$ cat config.mk
export PLATFORM = sky130hd
export DESIGN_NAME = ysyx_wbu_commit_flat
export DESIGN_NICKNAME = d
export VERILOG_FILES = /design/src/rtl/ysyx_wbu_commit_if.sv /design/src/rtl/ysyx_wbu_commit.sv /design/src/flat_wrapper.sv
export SDC_FILE = /design/constraint.sdc
export NUM_CORES = 1
export LEC_CHECK = 0
export CAP_MARGIN = 20
export CORE_AREA = 5 5 129 131
export CTS_BUF_LIST = sky130_fd_sc_hd__clkbuf_16
export CTS_CLUSTER_DIAMETER = 60
export DETAILED_ROUTE_END_ITERATION = 8
export DIE_AREA = 0 0 134 136
export PLACE_DENSITY = 0.81
export SETUP_SLACK_MARGIN = 0.2
export SYNTH_ARGS = -nofsm -noshare
export SYNTH_HDL_FRONTEND = slang
export SYNTH_SLANG_ARGS = --single-unit
export TNS_END_PERCENT = 10
$ cat constraint.sdc
create_clock -name clock -period 11.7 [get_ports clock]
set_input_delay 2.34 -clock clock [delete_from_list [all_inputs] [get_ports clock]]
set_output_delay 2.34 -clock clock [all_outputs]
set_load 0.01 [all_outputs]
$ cat src/rtl/ysyx_wbu_commit_if.sv
// ---------------------------------------------------------------------------
// wbu_pipe_if -- write-back/commit bundle from the commit stage to the rest
// of the core.
//
// Carries the registered record of the most recently retired ROB entry:
//   pc, npc                 : retired pc and its resolved next pc (XLEN bits)
//   sys_retire, jen, ben    : system-retire, jump and branch flags
//   fence_time, fence_i     : fence/time and fence.i flags
//   flush_pipe              : the retired entry requires a front-end redirect
//
// Modports:
//   out / master : driven by the commit stage
//   slave        : consumed by downstream logic (front end, CSR, perf)
// ---------------------------------------------------------------------------
`ifndef YSYX_XLEN
`define YSYX_XLEN 64
`endif

interface wbu_pipe_if #(
  parameter int XLEN = `YSYX_XLEN
) ();

  logic [XLEN-1:0] pc;
  logic [XLEN-1:0] npc;
  logic            sys_retire;
  logic            jen;
  logic            ben;
  logic            fence_time;
  logic            fence_i;
  logic            flush_pipe;

  modport out (
    output pc, npc, sys_retire, jen, ben, fence_time, fence_i, flush_pipe
  );

  modport master (
    output pc, npc, sys_retire, jen, ben, fence_time, fence_i, flush_pipe
  );

  modport slave (
    input pc, npc, sys_retire, jen, ben, fence_time, fence_i, flush_pipe
  );

endinterface : wbu_pipe_if

$ cat src/rtl/ysyx_wbu_commit.sv
// ---------------------------------------------------------------------------
// ysyx_wbu_commit -- in-order commit stage.
//
// Retires the ROB head when rob_valid && rob_ready, registers the retired
// entry onto the wbu bundle one cycle later with a single-cycle commit_valid
// pulse, and decides whether the pipeline must be redirected.
//
// Ports:
//   clock, reset        : single clock, asynchronous active-high reset
//   rob_valid/rob_ready : retire handshake with the ROB head
//   rob_pc/npc/pnpc     : head pc, resolved next pc, predicted next pc
//   rob_jen/ben/sys/fence_i/fence_time : head entry flags
//   icache_flush_done   : single-cycle ack that the i-cache invalidate finished
//   wbu                 : registered record of the last retired entry
//   commit_valid        : wbu holds a newly retired entry this cycle
//   retire_cnt          : 64-bit retired-instruction counter (optional)
//
// Optional feature: define YSYX_COMMIT_PERF_EN to add the retire_cnt port
// and its counter. With the macro undefined the port does not exist and all
// other behaviour is unchanged.
//
// Control flow:
//   IDLE       : accepts the head every cycle it is valid.
//   FLUSH      : one bubble after a redirecting retire while upstream drains.
//   FENCE_WAIT : after a fence.i retire, hold until the i-cache reports the
//                invalidate is done (an ack in the first wait cycle counts).
// ---------------------------------------------------------------------------
`ifndef YSYX_XLEN
`define YSYX_XLEN 64
`endif

module ysyx_wbu_commit #(
  parameter int XLEN = `YSYX_XLEN
) (
  input  logic            clock,
  input  logic            reset,

  input  logic            rob_valid,
  output logic            rob_ready,
  input  logic [XLEN-1:0] rob_pc,
  input  logic [XLEN-1:0] rob_npc,
  input  logic [XLEN-1:0] rob_pnpc,
  input  logic            rob_jen,
  input  logic            rob_ben,
  input  logic            rob_sys,
  input  logic            rob_fence_i,
  input  logic            rob_fence_time,

  input  logic            icache_flush_done,

  wbu_pipe_if.out         wbu,
  output logic            commit_valid
`ifdef YSYX_COMMIT_PERF_EN
  ,
  output logic [63:0]     retire_cnt
`endif
);

  // -------------------------------------------------------------------------
  // Control state
  // -------------------------------------------------------------------------
  typedef enum logic [1:0] {
    S_IDLE       = 2'd0,
    S_FLUSH      = 2'd1,
    S_FENCE_WAIT = 2'd2
  } state_e;

  state_e state_q;
  state_e state_d;

  // retire is derived straight from the state register rather than from
  // rob_ready so the handshake has no combinational path back into the FSM.
  logic retire;
  logic redirect;

  assign retire = rob_valid && (state_q == S_IDLE);

  // Any entry whose resolved path differs from what fetch assumed, or that
  // changes architectural context, forces the front end to restart.
  assign redirect = (rob_npc != rob_pnpc) || rob_sys || rob_fence_i ||
                    rob_fence_time;

  always_ff @(posedge clock or posedge reset) begin
    if (reset) begin
      state_q <= S_IDLE;
    end else begin
      state_q <= state_d;
    end
  end

  always_comb begin
    state_d   = state_q;
    rob_ready = 1'b0;
    unique case (state_q)
      S_IDLE: begin
        rob_ready = 1'b1;
        if (retire && redirect) begin
          // fence.i needs the i-cache ack; every other redirect only needs
          // a single drain bubble.
          state_d = rob_fence_i ? S_FENCE_WAIT : S_FLUSH;
        end
      end
      S_FLUSH: begin
        state_d = S_IDLE;
      end
      S_FENCE_WAIT: begin
        if (icache_flush_done) begin
          state_d = S_IDLE;
        end
      end
      default: begin
        state_d = S_IDLE;
      end
    endcase
  end

  // -------------------------------------------------------------------------
  // Retired-entry record
  // -------------------------------------------------------------------------
  logic [XLEN-1:0] pc_q,         pc_d;
  logic [XLEN-1:0] npc_q,        npc_d;
  logic            sys_retire_q, sys_retire_d;
  logic            jen_q,        jen_d;
  logic            ben_q,        ben_d;
  logic            fence_time_q, fence_time_d;
  logic            fence_i_q,    fence_i_d;
  logic            flush_pipe_q, flush_pipe_d;
  logic            commit_valid_q, commit_valid_d;

  always_comb begin
    pc_d           = pc_q;
    npc_d          = npc_q;
    sys_retire_d   = sys_retire_q;
    jen_d          = jen_q;
    ben_d          = ben_q;
    fence_time_d   = fence_time_q;
    fence_i_d      = fence_i_q;
    // Pulses: low on every cycle that does not retire.
    commit_valid_d = retire;
    flush_pipe_d   = retire && redirect;
    if (retire) begin
      pc_d         = rob_pc;
      npc_d        = rob_npc;
      sys_retire_d = rob_sys;
      jen_d        = rob_jen;
      ben_d        = rob_ben;
      fence_time_d = rob_fence_time;
      fence_i_d    = rob_fence_i;
    end
  end

  always_ff @(posedge clock or posedge reset) begin
    if (reset) begin
      pc_q           <= '0;
      npc_q          <= '0;
      sys_retire_q   <= 1'b0;
      jen_q          <= 1'b0;
      ben_q          <= 1'b0;
      fence_time_q   <= 1'b0;
      fence_i_q      <= 1'b0;
      flush_pipe_q   <= 1'b0;
      commit_valid_q <= 1'b0;
    end else begin
      pc_q           <= pc_d;
      npc_q          <= npc_d;
      sys_retire_q   <= sys_retire_d;
      jen_q          <= jen_d;
      ben_q          <= ben_d;
      fence_time_q   <= fence_time_d;
      fence_i_q      <= fence_i_d;
      flush_pipe_q   <= flush_pipe_d;
      commit_valid_q <= commit_valid_d;
    end
  end

  assign wbu.pc         = pc_q;
  assign wbu.npc        = npc_q;
  assign wbu.sys_retire = sys_retire_q;
  assign wbu.jen        = jen_q;
  assign wbu.ben        = ben_q;
  assign wbu.fence_time = fence_time_q;
  assign wbu.fence_i    = fence_i_q;
  assign wbu.flush_pipe = flush_pipe_q;
  assign commit_valid   = commit_valid_q;

  // -------------------------------------------------------------------------
  // Optional retired-instruction counter (wraps naturally at 2^64)
  // -------------------------------------------------------------------------
`ifdef YSYX_COMMIT_PERF_EN
  logic [63:0] retire_cnt_q, retire_cnt_d;

  always_comb begin
    retire_cnt_d = retire_cnt_q;
    if (retire) begin
      retire_cnt_d = retire_cnt_q + 64'd1;
    end
  end

  always_ff @(posedge clock or posedge reset) begin
    if (reset) begin
      retire_cnt_q <= '0;
    end else begin
      retire_cnt_q <= retire_cnt_d;
    end
  end

  assign retire_cnt = retire_cnt_q;
`endif

endmodule : ysyx_wbu_commit

$ cat src/flat_wrapper.sv
// flat-port wrapper written by rule: the top's interface ports become plain ports
module ysyx_wbu_commit_flat 
#(
  parameter int XLEN = `YSYX_XLEN
)
  (clock, reset, rob_valid, rob_ready, rob_pc, rob_npc, rob_pnpc, rob_jen, rob_ben, rob_sys, rob_fence_i, rob_fence_time, icache_flush_done, commit_valid, wbu_pc, wbu_npc, wbu_sys_retire, wbu_jen, wbu_ben, wbu_fence_time, wbu_fence_i, wbu_flush_pipe);
  wbu_pipe_if #(.XLEN(XLEN)) wbu_i ();
  input  logic clock;
  input  logic reset;
  input  logic rob_valid;
  output logic rob_ready;
  input  logic [XLEN-1:0] rob_pc;
  input  logic [XLEN-1:0] rob_npc;
  input  logic [XLEN-1:0] rob_pnpc;
  input  logic rob_jen;
  input  logic rob_ben;
  input  logic rob_sys;
  input  logic rob_fence_i;
  input  logic rob_fence_time;
  input  logic icache_flush_done;
  output logic commit_valid;
  output wire logic [$bits(wbu_i.pc)-1:0] wbu_pc;
  output wire logic [$bits(wbu_i.npc)-1:0] wbu_npc;
  output wire logic [$bits(wbu_i.sys_retire)-1:0] wbu_sys_retire;
  output wire logic [$bits(wbu_i.jen)-1:0] wbu_jen;
  output wire logic [$bits(wbu_i.ben)-1:0] wbu_ben;
  output wire logic [$bits(wbu_i.fence_time)-1:0] wbu_fence_time;
  output wire logic [$bits(wbu_i.fence_i)-1:0] wbu_fence_i;
  output wire logic [$bits(wbu_i.flush_pipe)-1:0] wbu_flush_pipe;
  assign wbu_pc = wbu_i.pc;
  assign wbu_npc = wbu_i.npc;
  assign wbu_sys_retire = wbu_i.sys_retire;
  assign wbu_jen = wbu_i.jen;
  assign wbu_ben = wbu_i.ben;
  assign wbu_fence_time = wbu_i.fence_time;
  assign wbu_fence_i = wbu_i.fence_i;
  assign wbu_flush_pipe = wbu_i.flush_pipe;
  ysyx_wbu_commit #(.XLEN(XLEN)) u_core (.clock(clock), .reset(reset), .rob_valid(rob_valid), .rob_ready(rob_ready), .rob_pc(rob_pc), .rob_npc(rob_npc), .rob_pnpc(rob_pnpc), .rob_jen(rob_jen), .rob_ben(rob_ben), .rob_sys(rob_sys), .rob_fence_i(rob_fence_i), .rob_fence_time(rob_fence_time), .icache_flush_done(icache_flush_done), .wbu(wbu_i), .commit_valid(commit_valid));
endmodule
======== After elaboration in Yosys (flattened, before gate mapping) ========
Cells that the tools add are included.
cells by class
  eq/ne operators ......................... 4
  mux-type cells .......................... 5
  reductions and logical operators ........ 7
operators with widths
  operator            number
  $ne 64x64->1        1
  $mux 2              3
  $pmux 2 s2          1
  $logic_or 1x1->1    3
  $eq 2x2->1 const B  1
  $logic_and 1x1->1   2
  $logic_not 2->1     1
  $ne 2x1->1 const B  1
  $ne 2x2->1 const B  1
  $reduce_and 2->1    1
  $mux 1              1
word-level totals
  register bits ........................... 137
  input bits .............................. 201
  output and inout port bits .............. 136
  logic and storage cells ................. 26

======== Depth between registers and ports, before layout ========
Gate-level depths: netlist of the first run.
  depth in word-level cells ............... 7
  depth in mapped cells ................... 7
  depth with buffers taken out ............ 5

======== Worst setup path after synthesis of the first run ========
Ideal clock, no wire load.
  path type ............................... input-to-reg
  start point ............................. in rob_pnpc[63]
  end point ............................... reg u_core.state_q[0]
  library setup time ...................... 0.132 ns
  arrival time ............................ 3.140 ns
  data required time ...................... 11.568 ns
  setup slack ............................. 8.428 ns
  stages .................................. 5
  buffers on the path ..................... 0
  path through ............................ xor2_1 > nor4_1 > nand4_1 > nor3_2 > a211oi_1
on the way
  cells in the longest elaborated chain, start to end .. 7
RTL lines
  item                           RTL line               source
  from (decl)                    flat_wrapper.sv:14     input logic [XLEN-1:0] rob_pnpc;
  $ne 64x64->1                   ysyx_wbu_commit.sv:80  assign redirect = (rob_npc != rob_pnpc) || rob_sys || rob_fence_i ||
  $logic_or 1x1->1 (3 in a row)  ysyx_wbu_commit.sv:80
  $logic_and 1x1->1              ysyx_wbu_commit.sv:97  if (retire && redirect) begin
  $ne 2x1->1 (no line)           --
  $reduce_and 2->1 (no line)     --
  to (signal assigned)           ysyx_wbu_commit.sv:87  state_q <= state_d;
  to (decl)                      ysyx_wbu_commit.sv:68  state_e state_q;
Every way passes these cells.
A chain may end at the register's enable or synchronous reset.

======== Worst setup path in the final report of the first run ========
  start point ............................. in rob_valid
  end point ............................... reg u_core.npc_q[49] (netlist: u_core.wbu.npc[49])
on the way
  cells in the longest elaborated chain, start to end .. 1
RTL lines
  item                  RTL line                source
  from (decl)           flat_wrapper.sv:10      input logic rob_valid;
  $logic_and 1x1->1     ysyx_wbu_commit.sv:76   assign retire = rob_valid && (state_q == S_IDLE);
  to (signal assigned)  ysyx_wbu_commit.sv:165  npc_q <= npc_d;
  to (decl)             ysyx_wbu_commit.sv:121  logic [XLEN-1:0] npc_q, npc_d;
Every way passes these cells.

==> results.txt, run 1 <==
Outcome: finished, final reports clean
Slew @ Worst Pin: 0.865 ns
Die width: 134 microns
First-pass detailed-route iteration total: 6
Core footprint: 15,500 sq um
Vias in the first global route: 5,607
Setup TNS: 0 ns
Leakage: 4.74 nW
Pin count of the biggest net entering global routing: 78
Syn Area/Cell: 8.84 sq um
First-pass GRT wire length: 29.9 mm
Ys Warns: 0
Post-synth EDFFs: 0
Non-Filler Instances: 1,197
Max H-tree Level: 4
Fmax achieved: 215 MHz
RSZ-0062 raised after global routing: no
Slew HR: 41.8%
Max Cap Viol: 0
Yosys cell types: 22
Cells along the critical path: clkdlybuf4s50_1, nand2_4, inv_4, buf_4, nand2_1, nand2_1
Post-CTS Setup Bufs: 0
Fin worst setup slack: 7.05 ns
Antenna Nets Post-Route: 0
Overflow after GRT: 0
Final Util: 64.3%
Routed vias/inst: 4.67
Post-Syn Area: 5840 sq um
Count of input and output buffers: 336
CTS tree: done
Post_cts resized: 0
Die H: 136 microns
GRT Overall Usage: 21.6%
Crit path largest cell delay: 0.70 ns
# setup viols final: 0
Share of post-route cells with drive strength above 1: 4.08%
Iteration-0 DRC Markers: 197
Most frequent cells after synthesis: nand2_1 (400), dfrtp_1 (137), xor2_1 (56)
Placement Setup Slack: 6.60 ns
Initial antenna violation count: 2
Critical Path RT: 12.04 ns
Routed len/inst: 16.9 microns
Nets@finish: 1,192
Area after DPL: 9330 sq um
Clk sink count: 137
Max clock buf depth: 2
Share of the clock period used by the worst path after layout: 39.7%
Final Instance Area: 9960 sq um
CTS buffer count: 17
Clock-pin slew on the worst setup and hold paths: 0.06 ns
Fin. max-slew vios: 0
Crit Path Category: in -> reg
CTS Root Cell: clkbuf_16
Post-synth ARST share: 100%
Final hold vios: 0
Via count: 5,587
IR drop worst, VDD: 0.0000868 V
# fillers: 1,242
Detailed Place HPWL: 15.4 mm
Starting Density: 37.7%
Layout area overhead: 70.6%
Post-Syn Nets: 861
Synthesized flop and latch total: 137
Top cells by area, synth: dfrtp_1 (59%), nand2_1 (26%), xor2_1 (8.4%), nor4_1 (1.4%), xnor2_1 (1.2%)
Post-Place Cells: 1,163
Share of the synthesized area in the top cell type: 58.7%
PwrDens: 163 nW/um^2
CP max stage cell: inv_4
Worst Skew: 0.00697 ns
Most used cell along the critical path: nand2_1
CP Data Arrival Time: 4.99 ns
Post-Synthesis Cells: 660
Top_reg_cell synth: dfrtp_1
CP max FO: 69
Count leader, synth: nand2_1
Boundary Pins: 337
GP Congestion: 0.825
Row count: 46
Critical Path Start Type: primary input
WHS: 0.470 ns
DRC: 0
Pwr Total: 1.62 mW
Total wire length: 20.2 mm
Worst-Skew Late Latency: 0.41 ns
Hold crit path type: reg -> reg
CTS Hold Bufs: 0
Die footprint: 18,200 sq um
CP endpoint kind: flip-flop
Sequential-to-total area share from yosys stat: 58.7%
Area leader, netlist: dfrtp_1
Minimum clock period: 4.65 ns
-- worst max-delay path: cells and delay by family --
| kind | cells | cell delay, ns |
|---|---|---|
| simple gates | 3 | 0.64 |
| buf+inv | 3 | 1.90 |
-- area by class of cell --
type / instances / area [sq um] / share of cell area [%]
inverters: 2 / 15.0 / 0.151
repair buffers: 340 / 3410 / 34.3
well taps: 192 / 240 / 2.41
clock buffers: 17 / 425 / 4.27
clock inverters: 15 / 175 / 1.76
multi-input cells: 493 / 2260 / 22.7
diodes: 1 / 2.50 / 0.0251
flip-flops and latches: 137 / 3430 / 34.4
-- routing by layer --
metal / track usage, % / routed length, microns
met5: 0 / 7
met4: 9.31 / 698
met3: 7.03 / 1530
met2: 37.4 / 10200
met1: 24.5 / 7770
-- flip-flops by register name, indices dropped and copies added (netlist names) --
register               flops
u_core.wbu.fence_i         1
u_core.state_q             2
u_core.wbu.ben             1
u_core.wbu.fence_time      1
u_core.wbu.pc             64
u_core.wbu.sys_retire      1
u_core.wbu.flush_pipe      1
u_core.commit_valid        1
u_core.wbu.jen             1
u_core.wbu.npc            64
-- kinds of logic (layout without fill, tap and decap cells) --
family          after synthesis  count (layout)  synth area share (%)
other cells                   0               1                     0
xor+xnor                     64              64                  9.61
compound gates                2               2                 0.214
flops                       137             137                  58.7
mux                           1               1                 0.193
buf+inv                      30             374                  2.66
simple gates                426             426                  28.6
-- placed cells by master, fill, tap and decap left out --
cell and count:
buf_16 1, nand2_4 1, nor2_2 1, mux2_2 1
xor2_1 56, nor2_1 1, nand2_1 400, inv_6 3
inv_4 1, nand3_1 1, diode_2 1, clkinvlp_4 5
clkinv_1 1, nor3_1 2, dfrtp_1 137, clkbuf_16 17
clkinv_4 2, bufinv_16 3, clkdlybuf4s50_1 336, nor4_1 13
inv_1 1, buf_4 3, clkinv_2 1, nand4_1 5
nor4_2 1, xnor2_1 8, a211oi_1 1, a21oi_1 1
nor3_2 1
-- where the power goes --
group	total [mW]	leakage (nW)	internal, mW	switching [mW]
Clock	0.544	0.281	0.335	0.209
Sequential	0.610	1.69	0.563	0.0471
Combinational	0.467	2.77	0.256	0.210
-- path summary, 6_finish.rpt --
path | slack, ns | cells after the start | from | endpoint
max in group asynchronous | 8.34 | 4 | reset | u_core.wbu.npc[9]
setup / recovery | 7.05 | 6 | rob_valid | u_core.wbu.npc[49]
setup reg to reg | 8.92 | 6 | u_core.state_q[0] | u_core.wbu.npc[49]
min in group asynchronous | 2.37 | 2 | reset | u_core.wbu.pc[40]
hold / removal | 0.47 | 2 | u_core.wbu.pc[2] | u_core.wbu.pc[2]
hold reg to reg | 0.47 | 2 | u_core.wbu.pc[2] | u_core.wbu.pc[2]
(Power assumes the default switching activity.)
==> inputs of run 2 (changes only) <==
- CORE_AREA: 5 5 129 131 -> unset
- CORE_MARGIN: unset -> 5
- CORE_UTILIZATION: unset -> 38
- DIE_AREA: 0 0 134 136 -> unset
- PLACE_DENSITY: 0.81 -> 0.8
- clock period: 11.7 -> 4.84 ns (I/O delays scaled with it)
==> run 2 against run 1 <==
  * Sequential share of layout area is 0.065 points lower
  * Wire length rose by 1.2%
  * Die area shrank 1.6%
  * Combinational power is 140% higher
  * Power rose by 150%
  * Clock skew increased by 0.0015 ns
  * Global-route usage up 1.3 points
==> results.txt, run 2 (synthesis gave the netlist of run 1 again) <==
FF-to-FF Start: u_core.state_q[0]
CP max FO: 73 (+5.8%)
Routed len/inst: 17.2 microns (+1.6%)
DRC: 0 (unchanged)
Worst Skew: 0.00851 ns (+0.00153 ns)
Fmax achieved: 352 MHz
Row count: 45 (-2.2%)
Total wire length: 20.5 mm (+1.2%)
IR drop worst, VDD: 0.000232 V (+170%)
Die width: 134 microns (about the same)
ANT cells: 0 (-1)
Leakage: 4.77 nW (+0.62%)
Boundary Pins: 337 (unchanged)
Nets@finish: 1,192 (unchanged)
Crit Path Category: in -> reg
Non-Filler Instances: 1,192 (-0.42%)
Share of post-route cells with drive strength above 1: 3.88% (-0.20 points)
Slew HR: 43.5% (+1.7 points)
Post_cts resized: 0 (unchanged)
Max clock buf depth: 2 (unchanged)
Overflow after GRT: 0 (unchanged)
Placement Setup Slack: 1.59 ns (-5.01 ns)
Vias in the first global route: 5,732 (+2.2%)
Net Sw Power: 1.12 mW (+140%)
WP buf/inv: 3 (unchanged)
First-pass detailed-route iteration total: 4 (-2)
Switch share: 28.0% (-0.81 points)
Antenna Nets Post-Route: 0 (unchanged)
Final Util: 65.9% (+1.6 points)
Max Cap Viol: 0 (unchanged)
Layout area overhead: 70.9%
CTS Root Cell: clkbuf_16
Post-Place Cells: 1,160 (-0.26%)
Fin worst setup slack: 2.00 ns (-5.06 ns)
CP Data Arrival Time: 3.20 ns (-1.79 ns)
WHS: 0.469 ns (-0.00146 ns)
CTS Hold Bufs: 0 (unchanged)
Fin. max-slew vios: 0 (unchanged)
Routed vias/inst: 4.70 (+0.76%)
Die footprint: 17,900 sq um (-1.6%)
Commonest non-fill, non-tap cells in the layout: nand2_1 (400), clkdlybuf4s50_1 (336), dfrtp_1 (137), xor2_1 (56), clkbuf_16 (17)
Clk sink count: 137 (unchanged)
First-pass GRT wire length: 31.3 mm (+4.8%)
Minimum clock period: 2.84 ns
Setup TNS: 0 ns (unchanged)
Worst setup path startpoint: rob_valid
Count of input and output buffers: 336 (unchanged)
Die H: 134 microns (-1.5%)
GP Congestion: 0.846 (+2.6%)
CP endpoint kind: flip-flop
Hold Startpoint: u_core.wbu.pc[25]
Slew @ Worst Pin: 0.839 ns (-0.0256 ns)
Pwr Total: 4.01 mW (+150%)
Pin count of the biggest net entering global routing: 94 (+21%)
Iteration-0 DRC Markers: 311 (+58%)
Area after DPL: 9340 sq um (+0.16%)
Cells along the critical path: clkdlybuf4s50_1, nand2_4, inv_4, buf_12, nand2_1, nand2_1
CTS tree: done
Sequential share of power: 36.9% (-0.7 points)
CTS buffer count: 17 (unchanged)
Initial antenna violation count: 1 (-1)
Post-CTS Setup Bufs: 0 (unchanged)
Final hold vios: 0 (unchanged)
Most used cell along the critical path: nand2_1
CP max stage cell: inv_4
Critical Path RT: 5.19 ns (-6.85 ns)
RSZ-0062 raised after global routing: no
Critical Path Start Type: primary input
Hold crit path type: reg -> reg
Clock Power Share: 34.9% (+1.3 points)
Detailed Place HPWL: 15.4 mm (+0.41%)
Clock-pin slew on the worst setup and hold paths: 0.05 ns (about the same)
Commonest non-fill, non-tap cell in the layout: nand2_1
Crit path largest cell delay: 0.67 ns (-0.03 ns)
Max H-tree Level: 4 (unchanged)
Gate power share: 28.1% (-0.7 points)
Internal Pwr Total: 2.89 mW (+150%)
PwrDens: 402 nW/um^2 (+150%)
Outcome: finished, final reports clean
Share of the clock period used by the worst path after layout: 58.8%
Worst-Skew Late Latency: 0.42 ns (about the same)
CP delay by family, top: buffers and inverters
# setup viols final: 0 (unchanged)
Final Instance Area: 9980 sq um (+0.19%)
Core footprint: 15,100 sq um (-2.2%)
GRT Overall Usage: 22.8% (+1.3 points)
Via count: 5,606 (+0.34%)
Starting Density: 38.5% (+0.84 points)
[run 2: area by class of cell]
cell class | count | area, sq um
Clock inverter | 15 | 209
Tap cell | 188 | 235
Inverter | 2 | 15.0
Timing Repair Buffer | 340 | 3410
Clock buffer | 17 | 425
Fill cell | 1241 | 5170
Sequential cell | 137 | 3430
Multi-Input combinational cell | 493 | 2260
[run 2: final timing paths]
path | slack (ns) | to | depth (start not counted)
setup / recovery | 2.00 | u_core.wbu.pc[30] | 6
hold / removal | 0.47 | u_core.wbu.pc[25] | 2
setup reg to reg | 2.49 | u_core.wbu.pc[30] | 6
hold reg to reg | 0.47 | u_core.wbu.pc[25] | 2
max in group asynchronous | 2.88 | u_core.wbu.npc[46] | 3
min in group asynchronous | 1.08 | u_core.wbu.pc[11] | 2
[run 2: power by group through the flow]
stage	sequential [mW]	clock [mW]	combinational [mW]
after floorplan	1.59	0	0.300
after global placement	1.49	0	1.12
after detailed placement	1.50	0	1.13
after CTS	1.48	1.42	1.14
after global routing	1.51	1.47	1.22
final	1.48	1.40	1.13
[run 2: tightest hold or removal path, cell delays in order, from the launching register on]
cell and delay, ns:
dfrtp_1 0.33, nand2_1 0.05, nand2_1 0.05
[run 2: layer usage]
layer  global-route usage [%]  wire [microns]
met5                        0              13
met2                     38.2           10200
met1                     26.5            7490
met4                     10.7             815
met3                     7.80            1910
